File: config.mk
export PLATFORM = sky130hd
export DESIGN_NAME = iir_out_buffer
export DESIGN_NICKNAME = d
export VERILOG_FILES = /design/src/rtl/iir_pkg.sv /design/src/rtl/iir_out_buffer_mem.sv /design/src/rtl/iir_out_buffer.sv
export SDC_FILE = /design/constraint.sdc
export NUM_CORES = 1
export LEC_CHECK = 0
export CAP_MARGIN = 15
export CORE_MARGIN = 3
export CORE_UTILIZATION = 51
export CTS_BUF_LIST = sky130_fd_sc_hd__clkbuf_4 sky130_fd_sc_hd__clkbuf_8 sky130_fd_sc_hd__clkbuf_16
export DETAILED_ROUTE_END_ITERATION = 8
export GPL_ROUTABILITY_DRIVEN = 0
export MAX_ROUTING_LAYER = met4
export PLACE_DENSITY = 0.74
export REMOVE_ABC_BUFFERS = 1
export SYNTH_ARGS = -nofsm -noshare
export SYNTH_HDL_FRONTEND = slang
export SYNTH_SLANG_ARGS = --single-unit
File: constraint.sdc
create_clock -name clk_i -period 2.55 [get_ports clk_i]
set_clock_uncertainty 0.05 [all_clocks]
set_input_delay 0.3825 -clock clk_i [delete_from_list [all_inputs] [get_ports clk_i]]
set_output_delay 0.3825 -clock clk_i [all_outputs]
set_load 0.05 [all_outputs]
File: src/rtl/iir_pkg.sv
// Shared definitions for the lookahead IIR filter path: sample format and the
// occupancy classification used by the output buffer.
package iir_pkg;

    localparam int SAMPLE_W = 9;

    typedef logic signed [SAMPLE_W-1:0] sample_t;

    // Buffer occupancy classes. These are decoded from the level register;
    // no separate state register holds them.
    //   state       | meaning
    //   OCC_EMPTY   | level == 0, vout low
    //   OCC_PARTIAL | 0 < level < DEPTH
    //   OCC_FULL    | level == DEPTH, push without pop is dropped
    typedef enum logic [1:0] {
        OCC_EMPTY   = 2'd0,
        OCC_PARTIAL = 2'd1,
        OCC_FULL    = 2'd2
    } occ_e;

    function automatic occ_e occ_state(input int unsigned level,
                                       input int unsigned depth);
        occ_e st;
        if (level == 0) begin
            st = OCC_EMPTY;
        end else if (level >= depth) begin
            st = OCC_FULL;
        end else begin
            st = OCC_PARTIAL;
        end
        return st;
    endfunction

endpackage

File: src/rtl/iir_out_buffer_mem.sv
// Sample storage for iir_out_buffer: DEPTH x SAMPLE_W register array with a
// single synchronous write port and an asynchronous read port.
module iir_out_buffer_mem #(
    parameter int SAMPLE_W = 9,
    parameter int DEPTH    = 8
) (
    input  logic                       clk_i,
    input  logic                       we_i,
    input  logic [$clog2(DEPTH)-1:0]   waddr_i,
    input  logic [SAMPLE_W-1:0]        wdata_i,
    input  logic [$clog2(DEPTH)-1:0]   raddr_i,
    output logic [SAMPLE_W-1:0]        rdata_o
);

    logic [SAMPLE_W-1:0] mem_q [DEPTH];

    always_ff @(posedge clk_i) begin
        if (we_i) begin
            mem_q[waddr_i] <= wdata_i;
        end
    end

    assign rdata_o = mem_q[raddr_i];

endmodule

File: src/rtl/iir_out_buffer.sv
// First-word-fall-through elastic buffer behind the IIR core, with sticky
// overflow flag. Define IIR_OUT_BUF_CNT_EN to add the saturating drop counter.
module iir_out_buffer
    import iir_pkg::*;
#(
    parameter int SAMPLE_W = iir_pkg::SAMPLE_W,
    parameter int DEPTH    = 8,
    parameter int CNT_W    = 8
) (
    input  logic                         clk_i,
    input  logic                         rst_i,
    input  logic signed [SAMPLE_W-1:0]   din_i,
    input  logic                         vin_i,
    output logic signed [SAMPLE_W-1:0]   dout_o,
    output logic                         vout_o,
    input  logic                         ready_i,
    output logic [$clog2(DEPTH):0]       level_o,
    output logic                         full_o,
    output logic                         overflow_o
`ifdef IIR_OUT_BUF_CNT_EN
    ,
    output logic [CNT_W-1:0]             drop_cnt_o
`endif
);

    localparam int AW    = $clog2(DEPTH);
    localparam int LVL_W = AW + 1;

    logic [AW-1:0]       wptr_q, wptr_d;
    logic [AW-1:0]       rptr_q, rptr_d;
    logic [LVL_W-1:0]    level_q, level_d;
    logic                overflow_q, overflow_d;
    occ_e                occ;
    logic                push, pop, drop;
    logic [SAMPLE_W-1:0] rdata;

    always_comb begin
        occ = occ_state(32'(level_q), DEPTH);
    end

    assign vout_o     = (occ != OCC_EMPTY);
    assign full_o     = (occ == OCC_FULL);
    assign level_o    = level_q;
    assign overflow_o = overflow_q;
    assign dout_o     = rdata;

    // A pop frees the head slot in the same cycle, so a full buffer can
    // still accept a push when the consumer is taking a sample.
    assign pop  = vout_o & ready_i;
    assign push = vin_i & (~full_o | pop);
    assign drop = vin_i & full_o & ~pop;

    always_comb begin
        wptr_d     = wptr_q;
        rptr_d     = rptr_q;
        level_d    = level_q;
        overflow_d = overflow_q;

        if (push) begin
            wptr_d = wptr_q + AW'(1);
        end
        if (pop) begin
            rptr_d = rptr_q + AW'(1);
        end

        if (push && !pop) begin
            level_d = level_q + LVL_W'(1);
        end else if (pop && !push) begin
            level_d = level_q - LVL_W'(1);
        end

        if (drop) begin
            overflow_d = 1'b1;
        end
    end

    always_ff @(posedge clk_i) begin
        if (rst_i) begin
            wptr_q     <= '0;
            rptr_q     <= '0;
            level_q    <= '0;
            overflow_q <= 1'b0;
        end else begin
            wptr_q     <= wptr_d;
            rptr_q     <= rptr_d;
            level_q    <= level_d;
            overflow_q <= overflow_d;
        end
    end

`ifdef IIR_OUT_BUF_CNT_EN
    logic [CNT_W-1:0] drop_cnt_q, drop_cnt_d;

    always_comb begin
        drop_cnt_d = drop_cnt_q;
        if (drop && (drop_cnt_q != '1)) begin
            drop_cnt_d = drop_cnt_q + CNT_W'(1);
        end
    end

    always_ff @(posedge clk_i) begin
        if (rst_i) begin
            drop_cnt_q <= '0;
        end else begin
            drop_cnt_q <= drop_cnt_d;
        end
    end

    assign drop_cnt_o = drop_cnt_q;
`else
    logic [CNT_W-1:0] unused_cnt_w;
    assign unused_cnt_w = '0;
`endif

    iir_out_buffer_mem #(
        .SAMPLE_W (SAMPLE_W),
        .DEPTH    (DEPTH)
    ) u_mem (
        .clk_i   (clk_i),
        .we_i    (push & ~rst_i),
        .waddr_i (wptr_q),
        .wdata_i (din_i),
        .raddr_i (rptr_q),
        .rdata_o (rdata)
    );

endmodule

==> results of run 1 <==
-- sequential cells by signal, indices dropped and copies added (netlist names), named ones only --
register	flops
wptr_q	3
u_mem.mem_q	72
level_o	4
overflow_o	1
rptr_q	3
-- Yosys cell counts (2+ instances only) --
library cell	count
clkbuf_1	5
nor2_1	17
nand3_1	6
nand2_1	6
xor2_1	5
edfxtp_1	72
a21oi_1	4
inv_1	3
dfxtp_1	14
nor3_1	3
a31oi_1	2
mux2_2	10
mux4_1	18
ha_1	5
-- through the flow --
stage | setup slack (ns) | instances | total power, mW | area, sq um | hold slack, ns
floorplan | -0.452 | 175 | 2.60 | 3400 | 0.397
global placement | -0.0319 | 305 | 3.01 | 3960 | 0.411
detailed placement | -0.131 | 305 | 3.03 | 3960 | 0.411
CTS | 0.0245 | 321 | 4.14 | 4200 | 0.439
global route | 0.00908 | 322 | 4.38 | 4250 | 0.497
finish | 0.0937 | 322 | 4.18 | 4250 | 0.438
-- critical path: stages, from the launching register on --
cell,delay (ns)
dfxtp_1,0.31
buf_4,0.29
mux4_1,0.60
mux2_2,0.28
buf_4,0.19
-- layer usage --
layer,global-route usage,share of wire
met1,0.228,0.45
met2,0.273,0.50
met3,0.0400,0.035
met4,0.0783,0.0097
met5,-,0
-- final cells by class --
cell class,instances,share of cell area
inverters,3,0.00265
flip-flops and latches,86,0.575
multi-input cells,86,0.236
clock buffers,9,0.0291
repair buffers,54,0.107
well taps,77,0.0227
clock inverters,7,0.0283
-- cells by family (layout without fill, tap and decap cells) --
logic type / count (synthesis) / in the layout / synth area share
flops: 86 / 86 / 0.706
simple gates: 38 / 38 / 0.0513
mux: 29 / 29 / 0.172
buf+inv: 12 / 73 / 0.0202
compound gates: 7 / 7 / 0.0116
fa+ha+maj: 6 / 6 / 0.0239
xor+xnor: 6 / 6 / 0.0152
-- final timing paths --
path | from | endpoint | slack, ns | depth (start not counted)
setup / recovery | flip-flop | dout_o[0] | 0.09 | 4
hold / removal | rptr_q[1] | flip-flop | 0.44 | 2
setup reg to reg | level_o[1] | level_o[3] | 0.12 | 10
hold reg to reg | rptr_q[1] | flip-flop | 0.44 | 2
-- power breakdown --
group          switching (mW)  total [mW]  internal, mW
Clock                   0.471        1.12         0.654
Sequential             0.0433        1.65          1.60
Combinational           0.780        1.41         0.632
-- timing repair --
action,in CTS,in global routing
setup buffers,0,1
endpoints found under the setup margin,0,1
resized for setup,0,9
==> out/qor.txt, run 1 <==
Vias per inst - 5.51
FF+latch area - 0.00244 sq mm
FFs w/ async S/R, synth - 0
Final hold violation count - 0
Cell area power density - 984 mW/mm^2
Worst rel slew slack - 0.648
CTS tree - yes
Peak VDD IR - 0.598 mV
Clock buffer depth - 2
Final worst path period need - 2.46 ns
Final nets - 259
Die ar. - 0.00781 sq mm
Clock slew seen by the registers of the worst setup and hold paths - 0.09 ns
Worst min-delay path category - reg2reg
Final worst path period share - 0.963
Share of cells above drive strength 1 - 0.290
Num CTS Buffers - 9
Kind of critical path - reg2out
RSZ-0062 raised after global routing - false
Final setup vio count - 0
Avg WL per Cell - 18.5 um
Post-synthesis instance total - 184
Status - finished, final reports clean
Crit Path Max Fanout - 18
Worst Setup End Kind - primary output
Required time worst endpoint - 2.12 ns
Synth top area share - 0.625
Iter 0 DRT Violations - 117
Number of synthesized register bits - 86
YS warnings - 0
DRT Pass-1 Iters - 4
Synth cell types - 28
Clock Sinks - 86
Initial antenna violation count - 0
Root Buffer - clkbuf_8
Highest-count cells in the layout ignoring fill and taps - 72 x edfxtp_1, 35 x buf_4, 19 x clkdlybuf4s50_1
HPWL Detailed - 3.77 mm
Filler cell count - 456
Dominant cells by area after synthesis - edfxtp_1 62%, mux4_1 14%, dfxtp_1 8.1%
CORE AREA - 0.00646 sq mm
Setup TNS Final - 0 ns
Worst slew pin tran - 0.528 ns
Synth-to-Final Area Change - 22.8%
Core Rows - 29
DIE WIDTH - 88.4 um
Via count - 1775
CP Launch Type - flip-flop
Achievable Freq - 407 MHz
Commonest non-fill, non-tap cell in the layout - edfxtp_1
GRT Overall Usage - 0.177
Seq/Total Area, Yosys - 0.706
Synth Cell Area - 0.00346 sq mm
First-pass GRT wire length - 9.49 mm
Post-synth EDFFs - 72
Arr. time, crit path - 2.02 ns
Antenna viol nets, final - 0
Hold_buf cts - 0
Area occupied by multi-input gates - 0.00100 sq mm
Starting Density - 0.536
Die Height - 88.4 um
Largest net degree at the start of global routing - 19
Routed WL - 5.95 mm
Post-layout util - 0.658
Worst-Skew Late Latency - 0.34 ns
IO Port Bufs - 28
Top-Level Pins - 29
Slew Viols, Final - 0
Synth area leader - edfxtp_1
Final antenna diode count - 0
Max_cap viols - 0
Avg Synthesized Cell Area - 18.8 sq um
Most used DFF post-synth - edfxtp_1
Leakage - 1.49 nW
Global route total overflow - 0
# H-tree levels - 3
Post-route DRC - 0
Number of global-route vias before repair - 1813
Power figures use the tool's default switching activity.
==> run 2: changes to the inputs <==
Settings changed: TNS_END_PERCENT set to 20.
==> results of run 2 <==
The final DEF is identical to that of run 1; final timing and power are the same.
==> run 3: changes to the inputs <==
Settings changed: MAX_ROUTING_LAYER met4 to not set.
==> out/qor.txt, run 3 (synthesis results as in run 1) <==
Largest net degree at the start of global routing - 19
Core Rows - 29
HPWL Detailed - 3.77 mm
Hold_buf cts - 0
DRT Pass-1 Iters - 4
DP Worst Slack - -0.131 ns
Slew Viols, Final - 0
Final setup vio count - 0
Filler cell count - 456
Global route total overflow - 0
Cell area power density - 984 mW/mm^2
Max FFs per register - 72
Synth-to-Final Area Change - 22.8%
IO Port Bufs - 28
Final antenna diode count - 0
Number of global-route vias before repair - 1813
Max_cap viols - 0
Iter 0 DRT Violations - 92
Worst Setup End Kind - primary output
Clock Sinks - 86
CP Launch Type - flip-flop
Vias per inst - 5.51
Crit path cell chain - buf_4 -> mux4_1 -> mux2_2 -> buf_4
Root Buffer - clkbuf_8
Num CTS Buffers - 9
Antenna viol nets, final - 0
CTS tree - yes
Via count - 1773
DIE WIDTH - 88.4 um
Initial antenna violation count - 0
Die Height - 88.4 um
Worst path slowest cell - mux4_1
First-pass GRT wire length - 9.49 mm
Final worst path period need - 2.46 ns
Highest-count cells in the layout ignoring fill and taps - 72 x edfxtp_1, 35 x buf_4, 19 x clkdlybuf4s50_1
Worst-Skew Late Latency - 0.34 ns
Clock slew seen by the registers of the worst setup and hold paths - 0.08 ns
Top-Level Pins - 29
Tot Pwr - 4.18 mW
Routed WL - 5.95 mm
Top Metal Used - met4
Share of cells above drive strength 1 - 0.290
Worst setup margin - 0.0948 ns
Reg with most FFs - u_mem.mem_q
Worst path max stage delay - 0.60 ns
CORE AREA - 0.00646 sq mm
Met3 routed wirelength - 273 um
Worst min-delay path category - reg2reg
Status - finished, final reports clean
Post-route DRC - 0
Arr. time, crit path - 2.02 ns
Starting Density - 0.536
Worst slew pin tran - 0.534 ns
Cell mode on critical path - buf_4
Leakage - 1.49 nW
Wire length on met1 - 2.57 mm
Worst rel slew slack - 0.643
RSZ-0062 raised after global routing - false
Clock buffer depth - 2
Post-layout util - 0.658
Final nets - 259
Die ar. - 0.00781 sq mm
Required time worst endpoint - 2.12 ns
Final hold violation count - 0
Achievable Freq - 407 MHz
Peak VDD IR - 0.598 mV
Avg WL per Cell - 18.5 um
Commonest non-fill, non-tap cell in the layout - edfxtp_1
Met2 WL post-DR - 3.06 mm
GRT Overall Usage - 0.172
Kind of critical path - reg2out
# H-tree levels - 3
Crit Path Max Fanout - 18
Final worst path period share - 0.963
-- run 3: cell counts in the layout (fill, tap and decap cells not counted) --
No cell type changed its count.
-- run 3: routing by layer --
metal	vias up	track usage
li1	849	-
met1	872	0.228
met2	46	0.273
met3	6	0.0456
met4	0	0.0701
met5	-	0
-- run 3: worst paths after layout --
path,from,end,slack [ns],cells after the start
max reg2reg,level_o[1],level_o[3],0.12,10
max,flip-flop,dout_o[7],0.09,4
min,overflow_o,overflow_o,0.44,2
min reg2reg,overflow_o,overflow_o,0.44,2
-- run 3: worst max-delay path: cells and delay by family (launching register included) --
kind                   cells  cell delay (ns)
multiplexers               2             0.89
buffers and inverters      2             0.48
flip-flops                 1             0.31
-- run 3: timing repair --
action / CTS / global route
endpoints found under the setup margin: 0 / 1
resized for setup: 0 / 9
setup buffers: 0 / 1
-- run 3: final cells by class --
| cell class | instances | area, sq um | share of cell area |
|---|---|---|---|
| clock buffers | 9 | 124 | 0.0291 |
| repair buffers | 54 | 453 | 0.107 |
| multi-input cells | 86 | 1000 | 0.236 |
| flip-flops and latches | 86 | 2440 | 0.575 |
| clock inverters | 7 | 120 | 0.0283 |
| well taps | 77 | 96.3 | 0.0227 |
| inverters | 3 | 11.3 | 0.00265 |
-- run 3: through the flow --
stage	setup TNS, ns	area [sq um]	instances	hold WS, ns
3_3_place_gp	-0.0319	3960	305	0.411
6_report	0	4250	322	0.438
3_5_place_dp	-0.131	3960	305	0.411
4_1_cts	0	4200	321	0.439
5_1_grt	0	4250	322	0.498
2_1_floorplan	-1.43	3400	175	0.397
-- run 3: power breakdown --
part           internal [mW]  switching, mW  leakage [nW]  total (mW)
registers               1.60         0.0434         0.765        1.65
logic                  0.631          0.777         0.609        1.41
clock network          0.654          0.472         0.120        1.13
total                   2.89           1.29          1.49        4.18
